==> src/rtl/cfg_pkg.sv <==
// Shared types for the mesh configuration loader: packet field layout,
// the switch consume pattern, the host entry struct and the FSM states.
package cfg_pkg;

    localparam int PKT_W    = 64;
    localparam int HOP_W    = 20;
    localparam int HOP_LSB  = 44;
    localparam int SMP_LSB  = 40;
    localparam int DSG_LSB  = 36;
    localparam int OPC_LSB  = 32;
    localparam int FIELD_W  = 4;
    localparam int DATA_LSB = 0;
    localparam int DATA_W   = 32;

    // A switch consumes the packet once its hop field shifts to this value.
    localparam logic [HOP_W-1:0] CONSUME = 20'h80000;

    typedef struct packed {
        logic [4:0]         hops;
        logic               west;
        logic [FIELD_W-1:0] sampler;
        logic [FIELD_W-1:0] designator;
        logic [FIELD_W-1:0] opcode;
        logic [DATA_W-1:0]  data;
    } cfg_entry_t;

    typedef enum logic [1:0] {
        ST_IDLE,
        ST_LOAD,
        ST_DRAIN,
        ST_RUN
    } state_t;

    // Pre-shift the hop field right so that `hops` left shifts along the
    // path restore the consume pattern at the target switch.
    function automatic logic [PKT_W-1:0] cfg_pack(cfg_entry_t e);
        logic [PKT_W-1:0] p;
        p = '0;
        p[HOP_LSB +: HOP_W]    = CONSUME >> e.hops;
        p[SMP_LSB +: FIELD_W]  = e.sampler;
        p[DSG_LSB +: FIELD_W]  = e.designator;
        p[OPC_LSB +: FIELD_W]  = e.opcode;
        p[DATA_LSB +: DATA_W]  = e.data;
        return p;
    endfunction

endpackage

==> src/rtl/cfg_fifo.sv <==
// Show-ahead synchronous FIFO of cfg_entry_t with async active-high reset.
// Ports: clk, reset, push/wdata, pop/rdata, full, empty, count.
module cfg_fifo
    import cfg_pkg::*;
#(
    parameter int DEPTH = 16,
    localparam int AW   = $clog2(DEPTH)
) (
    input  logic       clk,
    input  logic       reset,
    input  logic       push,
    input  cfg_entry_t wdata,
    input  logic       pop,
    output cfg_entry_t rdata,
    output logic       full,
    output logic       empty,
    output logic [AW:0] count
);

    cfg_entry_t    mem [DEPTH];
    logic [AW-1:0] wr_ptr;
    logic [AW-1:0] rd_ptr;
    logic          do_push;
    logic          do_pop;

    assign full    = (count == (AW+1)'(DEPTH));
    assign empty   = (count == '0);
    // A pop frees a slot in the same cycle, so a full FIFO can still push.
    assign do_push = push && (!full || pop);
    assign do_pop  = pop && !empty;
    assign rdata   = mem[rd_ptr];

    always_ff @(posedge clk) begin
        if (do_push) mem[wr_ptr] <= wdata;
    end

    always_ff @(posedge clk or posedge reset) begin
        if (reset) begin
            wr_ptr <= '0;
            rd_ptr <= '0;
            count  <= '0;
        end else begin
            if (do_push) wr_ptr <= wr_ptr + 1'b1;
            if (do_pop)  rd_ptr <= rd_ptr + 1'b1;
            unique case ({do_push, do_pop})
                2'b10:   count <= count + (AW+1)'(1);
                2'b01:   count <= count - (AW+1)'(1);
                default: count <= count;
            endcase
        end
    end

endmodule

==> src/rtl/cfg_loader.sv <==
// Buffers host config entries, streams routed packets into the mesh edge,
// waits for the mesh to drain, then runs the two-phase edge_trigger sequence.
// Ports: clk, reset, s_* host stream, start, o_north_config/o_west_config,
// load, configuration_mux, edge_trigger, busy, done, err.
// Optional: CFG_LOADER_RANGE_CHECK_EN drops entries with hops >= MESH_DIM.
module cfg_loader
    import cfg_pkg::*;
#(
    parameter int DEPTH      = 16,
    parameter int MESH_DIM   = 8,
    parameter int RUN_CYCLES = 64
) (
    input  logic        clk,
    input  logic        reset,
    input  logic        s_valid,
    output logic        s_ready,
    input  logic [4:0]  s_hops,
    input  logic        s_west,
    input  logic [3:0]  s_sampler,
    input  logic [3:0]  s_designator,
    input  logic [3:0]  s_opcode,
    input  logic [31:0] s_data,
    input  logic        start,
    output logic [63:0] o_north_config,
    output logic [63:0] o_west_config,
    output logic        load,
    output logic        configuration_mux,
    output logic        edge_trigger,
    output logic        busy,
    output logic        done,
    output logic        err
);

    localparam int AW = $clog2(DEPTH);

    state_t         state;
    cfg_entry_t     in_e;
    cfg_entry_t     head;
    logic           full;
    logic           empty;
    logic [AW:0]    count;
    logic           handshake;
    logic           in_range;
    logic           push;
    logic           pop;
    logic           last;
    logic [4:0]     dcnt;
    logic [31:0]    rcnt;
    logic [63:0]    pkt;

    assign in_e = '{
        hops:       s_hops,
        west:       s_west,
        sampler:    s_sampler,
        designator: s_designator,
        opcode:     s_opcode,
        data:       s_data
    };

    assign s_ready   = !full && (state == ST_IDLE || state == ST_LOAD);
    assign handshake = s_valid && s_ready;
    assign push      = handshake && in_range;
    assign pop       = !empty &&
                       ((state == ST_IDLE && start) || state == ST_LOAD);
    // The burst ends when this pop takes the final entry and no new one
    // arrives on the same edge to keep it going.
    assign last      = (count == (AW+1)'(1)) && !push;
    assign pkt       = cfg_pack(head);

`ifdef CFG_LOADER_RANGE_CHECK_EN
    assign in_range = (s_hops < 5'(MESH_DIM));

    always_ff @(posedge clk or posedge reset) begin
        if (reset) err <= 1'b0;
        else       err <= handshake && !in_range;
    end
`else
    assign in_range = 1'b1;
    assign err      = 1'b0;
`endif

    cfg_fifo #(.DEPTH(DEPTH)) u_fifo (
        .clk   (clk),
        .reset (reset),
        .push  (push),
        .wdata (in_e),
        .pop   (pop),
        .rdata (head),
        .full  (full),
        .empty (empty),
        .count (count)
    );

    always_ff @(posedge clk or posedge reset) begin
        if (reset) begin
            o_north_config    <= '0;
            o_west_config     <= '0;
            configuration_mux <= 1'b0;
        end else if (pop) begin
            o_north_config    <= head.west ? '0 : pkt;
            o_west_config     <= head.west ? pkt : '0;
            configuration_mux <= head.west;
        end else begin
            o_north_config    <= '0;
            o_west_config     <= '0;
            configuration_mux <= 1'b0;
        end
    end

    always_ff @(posedge clk or posedge reset) begin
        if (reset) begin
            state        <= ST_IDLE;
            load         <= 1'b0;
            edge_trigger <= 1'b0;
            busy         <= 1'b0;
            done         <= 1'b0;
            dcnt         <= '0;
            rcnt         <= '0;
        end else begin
            done <= 1'b0;
            unique case (state)
                ST_IDLE: begin
                    edge_trigger <= 1'b0;
                    load         <= pop;
                    if (pop) begin
                        busy  <= 1'b1;
                        dcnt  <= '0;
                        state <= last ? ST_DRAIN : ST_LOAD;
                    end
                end
                ST_LOAD: begin
                    load <= 1'b1;
                    dcnt <= '0;
                    if (last) state <= ST_DRAIN;
                end
                ST_DRAIN: begin
                    if (dcnt == 5'(MESH_DIM + 1)) begin
                        load         <= 1'b0;
                        edge_trigger <= 1'b0;
                        rcnt         <= '0;
                        state        <= ST_RUN;
                    end else begin
                        load <= 1'b1;
                        dcnt <= dcnt + 5'd1;
                    end
                end
                ST_RUN: begin
                    if (rcnt == 32'(RUN_CYCLES - 1)) begin
                        edge_trigger <= 1'b0;
                        busy         <= 1'b0;
                        done         <= 1'b1;
                        state        <= ST_IDLE;
                    end else begin
                        edge_trigger <= ~edge_trigger;
                        rcnt         <= rcnt + 32'd1;
                    end
                end
                default: state <= ST_IDLE;
            endcase
        end
    end

endmodule

==> config.mk <==
export PLATFORM = sky130hd
export DESIGN_NAME = cfg_loader
export DESIGN_NICKNAME = d
export VERILOG_FILES = /design/src/rtl/cfg_pkg.sv /design/src/rtl/cfg_fifo.sv /design/src/rtl/cfg_loader.sv
export SDC_FILE = /design/constraint.sdc
export NUM_CORES = 1
export LEC_CHECK = 0
export CAP_MARGIN = 20
export CELL_PAD_IN_SITES_DETAIL_PLACEMENT = 1
export CELL_PAD_IN_SITES_GLOBAL_PLACEMENT = 2
export CORE_MARGIN = 2
export CORE_UTILIZATION = 51
export DETAILED_ROUTE_END_ITERATION = 8
export PLACE_DENSITY = 0.93
export SYNTH_ARGS = -nofsm -noshare
export SYNTH_HDL_FRONTEND = slang
export SYNTH_SLANG_ARGS = --single-unit
export TNS_END_PERCENT = 20
==> constraint.sdc <==
create_clock -name clk -period 13.8 [get_ports clk]
set_clock_uncertainty 0.2 [all_clocks]
set_input_delay 2.76 -clock clk [delete_from_list [all_inputs] [get_ports clk]]
set_output_delay 2.76 -clock clk [all_outputs]
set_load 0.05 [all_outputs]
==> key figures <==
Status
  – Status: complete, no violations

Clock network
  – Post-cts sizing count: 0
  – Clock sink total: 985
  – CTS tree: built
  – Htree depth: 3
  – CTS root buf: clkbuf_16
  – Hold_buf cts: 0
  – Num CTS Buffers: 97
  – Clk buf depth: 3
  – Worst-Skew Late Latency: ~660 ps
  – Post-CTS Repair Setup Buffers: 0
  – Clock Pin Slew Worst Setup and Hold Paths: ~60 ps

Timing
  – Fmax: 176.4 MHz
  – Final cycle utilization of the critical path: 0.4108
  – Worst slew margin: 0.2385
  – Setup TNS: 0 ps
  – Setup Viol. Count Final: 0
  – Unrepaired setup endpoints after global routing: false
  – Final setup margin: 8132 ps
  – Final hold viol count: 0
  – Min Clock Period, post-route: between 5000 and 6000 ps
  – Pins over their slew limit: 0
  – Worst-Margin Slew: roughly 1100 ps

Die
  – Row count: between 90 and 100
  – Die Height: roughly 270 um
  – Die area: 75,520 um^2
  – Starting Density: 0.5135
  – Die width: 274.8 um
  – Core Area: ~73,000 um^2
  – Top-Level Pins: between 150 and 200

Synthesis
  – Asr flop ratio synth: 0.1878
  – Top cell type by total area after synthesis: edfxtp_1
  – Area contributors post-synth: edfxtp_1, mux4_2, dfrtp_1
  – Synthesized flop and latch total: 985
  – Top cell type's share of synthesized area: 0.6423
  – Synth Instances: 1,774
  – Number of flops mapped to enable cells by yosys: 800
  – Synth Flop Type: edfxtp_1
  – Sequential area share after synthesis: 0.7661
  – Synth Net Count: around 1,800
  – Post-Syn Area per Cell: roughly 21 um^2
  – Netlist cell types: 53
  – Syn Std Cell Area: roughly 37,000 um^2
  – Yosys warnings: 0

Power
  – Clock share of power: 0.302
  – Comb pwr share: 0.278
  – Pint: slightly above 6 mW
  – Tot Pwr: 8.941 mW
  – Power Density: around 200 nW/um^2
  – Net Sw Power: about 2.8 mW
  – VDD IR max: between 150 and 200 uV
  – Leakage power total: 14.68 nW
  – Net switching share of the total power: 0.3093
  – Register share of total power: 0.420

Routing
  – Routed Antenna Nets: 0
  – Vias/cell: roughly 6
  – Wire per inst: 29.81 um
  – Vias: 18,490
  – DRC viols: 0
  – First-pass iteration count of the detailed router: 5
  – WL final: approximately 91,000 um
  – Initial drt markers: approximately 1,600

Flow run
  – Max Cap Viol: 0

Global route
  – Grt ovf: 0
  – Total track usage: 0.2474
  – Initial antenna violation count: 4
  – Vias in the first global route: 20,590
  – Global-route wire length before repair: approximately 140,000 um
  – Largest net degree at the start of global routing: 120

Setup path
  – WP buf/inv: 2
  – Worst Path Arrival: ~2700 ps
  – CP required: between 10,000 and 15,000 ps
  – Critical Path Start Type: flop
  – WS Path Type: flop to primary output
  – Slowest-stage cell, CP: clkdlybuf4s50_1
  – Crit path cell chain: inv_1 > ha_1 > nor2_1 > a31oi_1 > clkdlybuf4s50_1
  – Crit-path max FO: 7
  – Delay-heaviest family, CP: buffers and inverters
  – Slowest cell delay on critical path: around 900 ps
  – CP Capture Type: primary output

Place
  – Placed cell areas: between 40,000 and 50,000 um^2
  – Post-DP HPWL: just under 50,000 um
  – Pre-CTS WS: 7594 ps
  – Port buffer count: 187
  – Placer congestion estimate: 0.7568

Layout
  – Highest-count cells in the layout ignoring fill and taps: edfxtp_1, mux4_2, clkdlybuf4s50_1
  – Area Overhead vs Synth: 16.85%
  – Nets: 2,083
  – Layout cells sized above 1: 0.2139
  – Fin area: around 44,000 um^2
  – Most common cell after layout, fill and taps aside: edfxtp_1

Worst hold path
  – Hold Crit Class: flop to flop
[worst reg2reg max path, stage by stage (launching register included)]
cell     delay (ps)
dfrtp_4         860
buf_4           390
buf_16          330
buf_12          700
mux4_1          850
mux2i_1         470
a22oi_2         160
buf_4           280
or4_1           770
nor2_1          160
[cells by family (layout without fill, tap and decap cells)]
kind of cell,after synthesis,after routing,synth area share
compound gates,74,74,0.01174
xor+xnor,22,22,0.005152
fa+ha+maj,19,19,0.006356
buf+inv,98,418,0.01382
flops,985,985,0.7661
mux,253,253,0.1501
other cells,1,2,0.0001003
simple gates,322,322,0.04663
[per-stage QoR]
step / instances / hold WS, ps / util
final: 3054 / 348.0 / 0.6000
after floorplan: 1774 / 286.3 / -
after CTS: 3052 / 348.4 / 0.5996
after global routing: 3054 / 367.3 / 0.6000
after detailed placement: 2869 / 337.1 / 0.5548
after global placement: 2869 / 311.3 / 0.5548
[path summary, 6_finish.rpt]
kind | startpoint | end | slack (ps) | cells past startpoint
setup / recovery | state[1] | s_ready | 8130 | 5
hold / removal | dcnt[0] | dcnt[0] | 350 | 1
setup reg to reg | u_fifo.rd_ptr[0] | o_north_config[52] | 8550 | 9
hold reg to reg | dcnt[0] | dcnt[0] | 350 | 1
max in group asynchronous | reset | o_north_config[32] | 9420 | 3
min in group asynchronous | reset | o_west_config[1] | 2440 | 2
[cell usage after synthesis, types with 17 or more instances]
cell	count
nand3_1	25
nor2_1	79
nand2_1	34
mux4_2	237
ha_1	19
nand4_1	17
and2_1	47
inv_1	18
clkbuf_1	41
nor2b_1	48
a21oi_1	24
dfrtp_1	185
o21ai_0	27
edfxtp_1	800
buf_2	19
[per-layer routing]
layer / GRT usage / routed length [um] / vias to the layer above
li1: - / - / 7636
met1: 0.3089 / 34150 / 9849
met2: 0.4234 / 47540 / 827
met3: 0.05316 / 6226 / 176
met4: 0.1021 / 3078 / 6
met5: 0 / 38 / -
[layout make-up]
class                           count  area (um^2)
Clock inverter                     48        540.5
Sequential cell                   985        28670
Fill cell                        6095        29130
Tap cell                          959         1200
Multi-Input combinational cell    691         8366
Inverter                           18        75.07
Clock buffer                      135         2723
Antenna cell                        1        2.502
Timing Repair Buffer              217         2130
[sequential cells by signal (all words and copies together), names as in the netlist, 2 cells and up]
| register | cells |
|---|---|
| u_fifo.wr_ptr | 4 |
| state | 2 |
| dcnt | 5 |
| rcnt | 32 |
| u_fifo.count | 5 |
| u_fifo.rd_ptr | 4 |
| u_fifo.mem | 800 |
| o_north_config | 64 |
| o_west_config | 64 |
[power by group through the flow]
stage          logic [mW]  clock network, mW  registers (mW)
2_1_floorplan        1.67                  0            3.82
3_3_place_gp         2.39                  0            3.77
3_5_place_dp         2.47                  0            3.81
4_1_cts              2.52               2.75            3.76
5_1_grt              2.66               2.84            3.78
6_report             2.49               2.70            3.75
(Power assumes the default switching activity.)
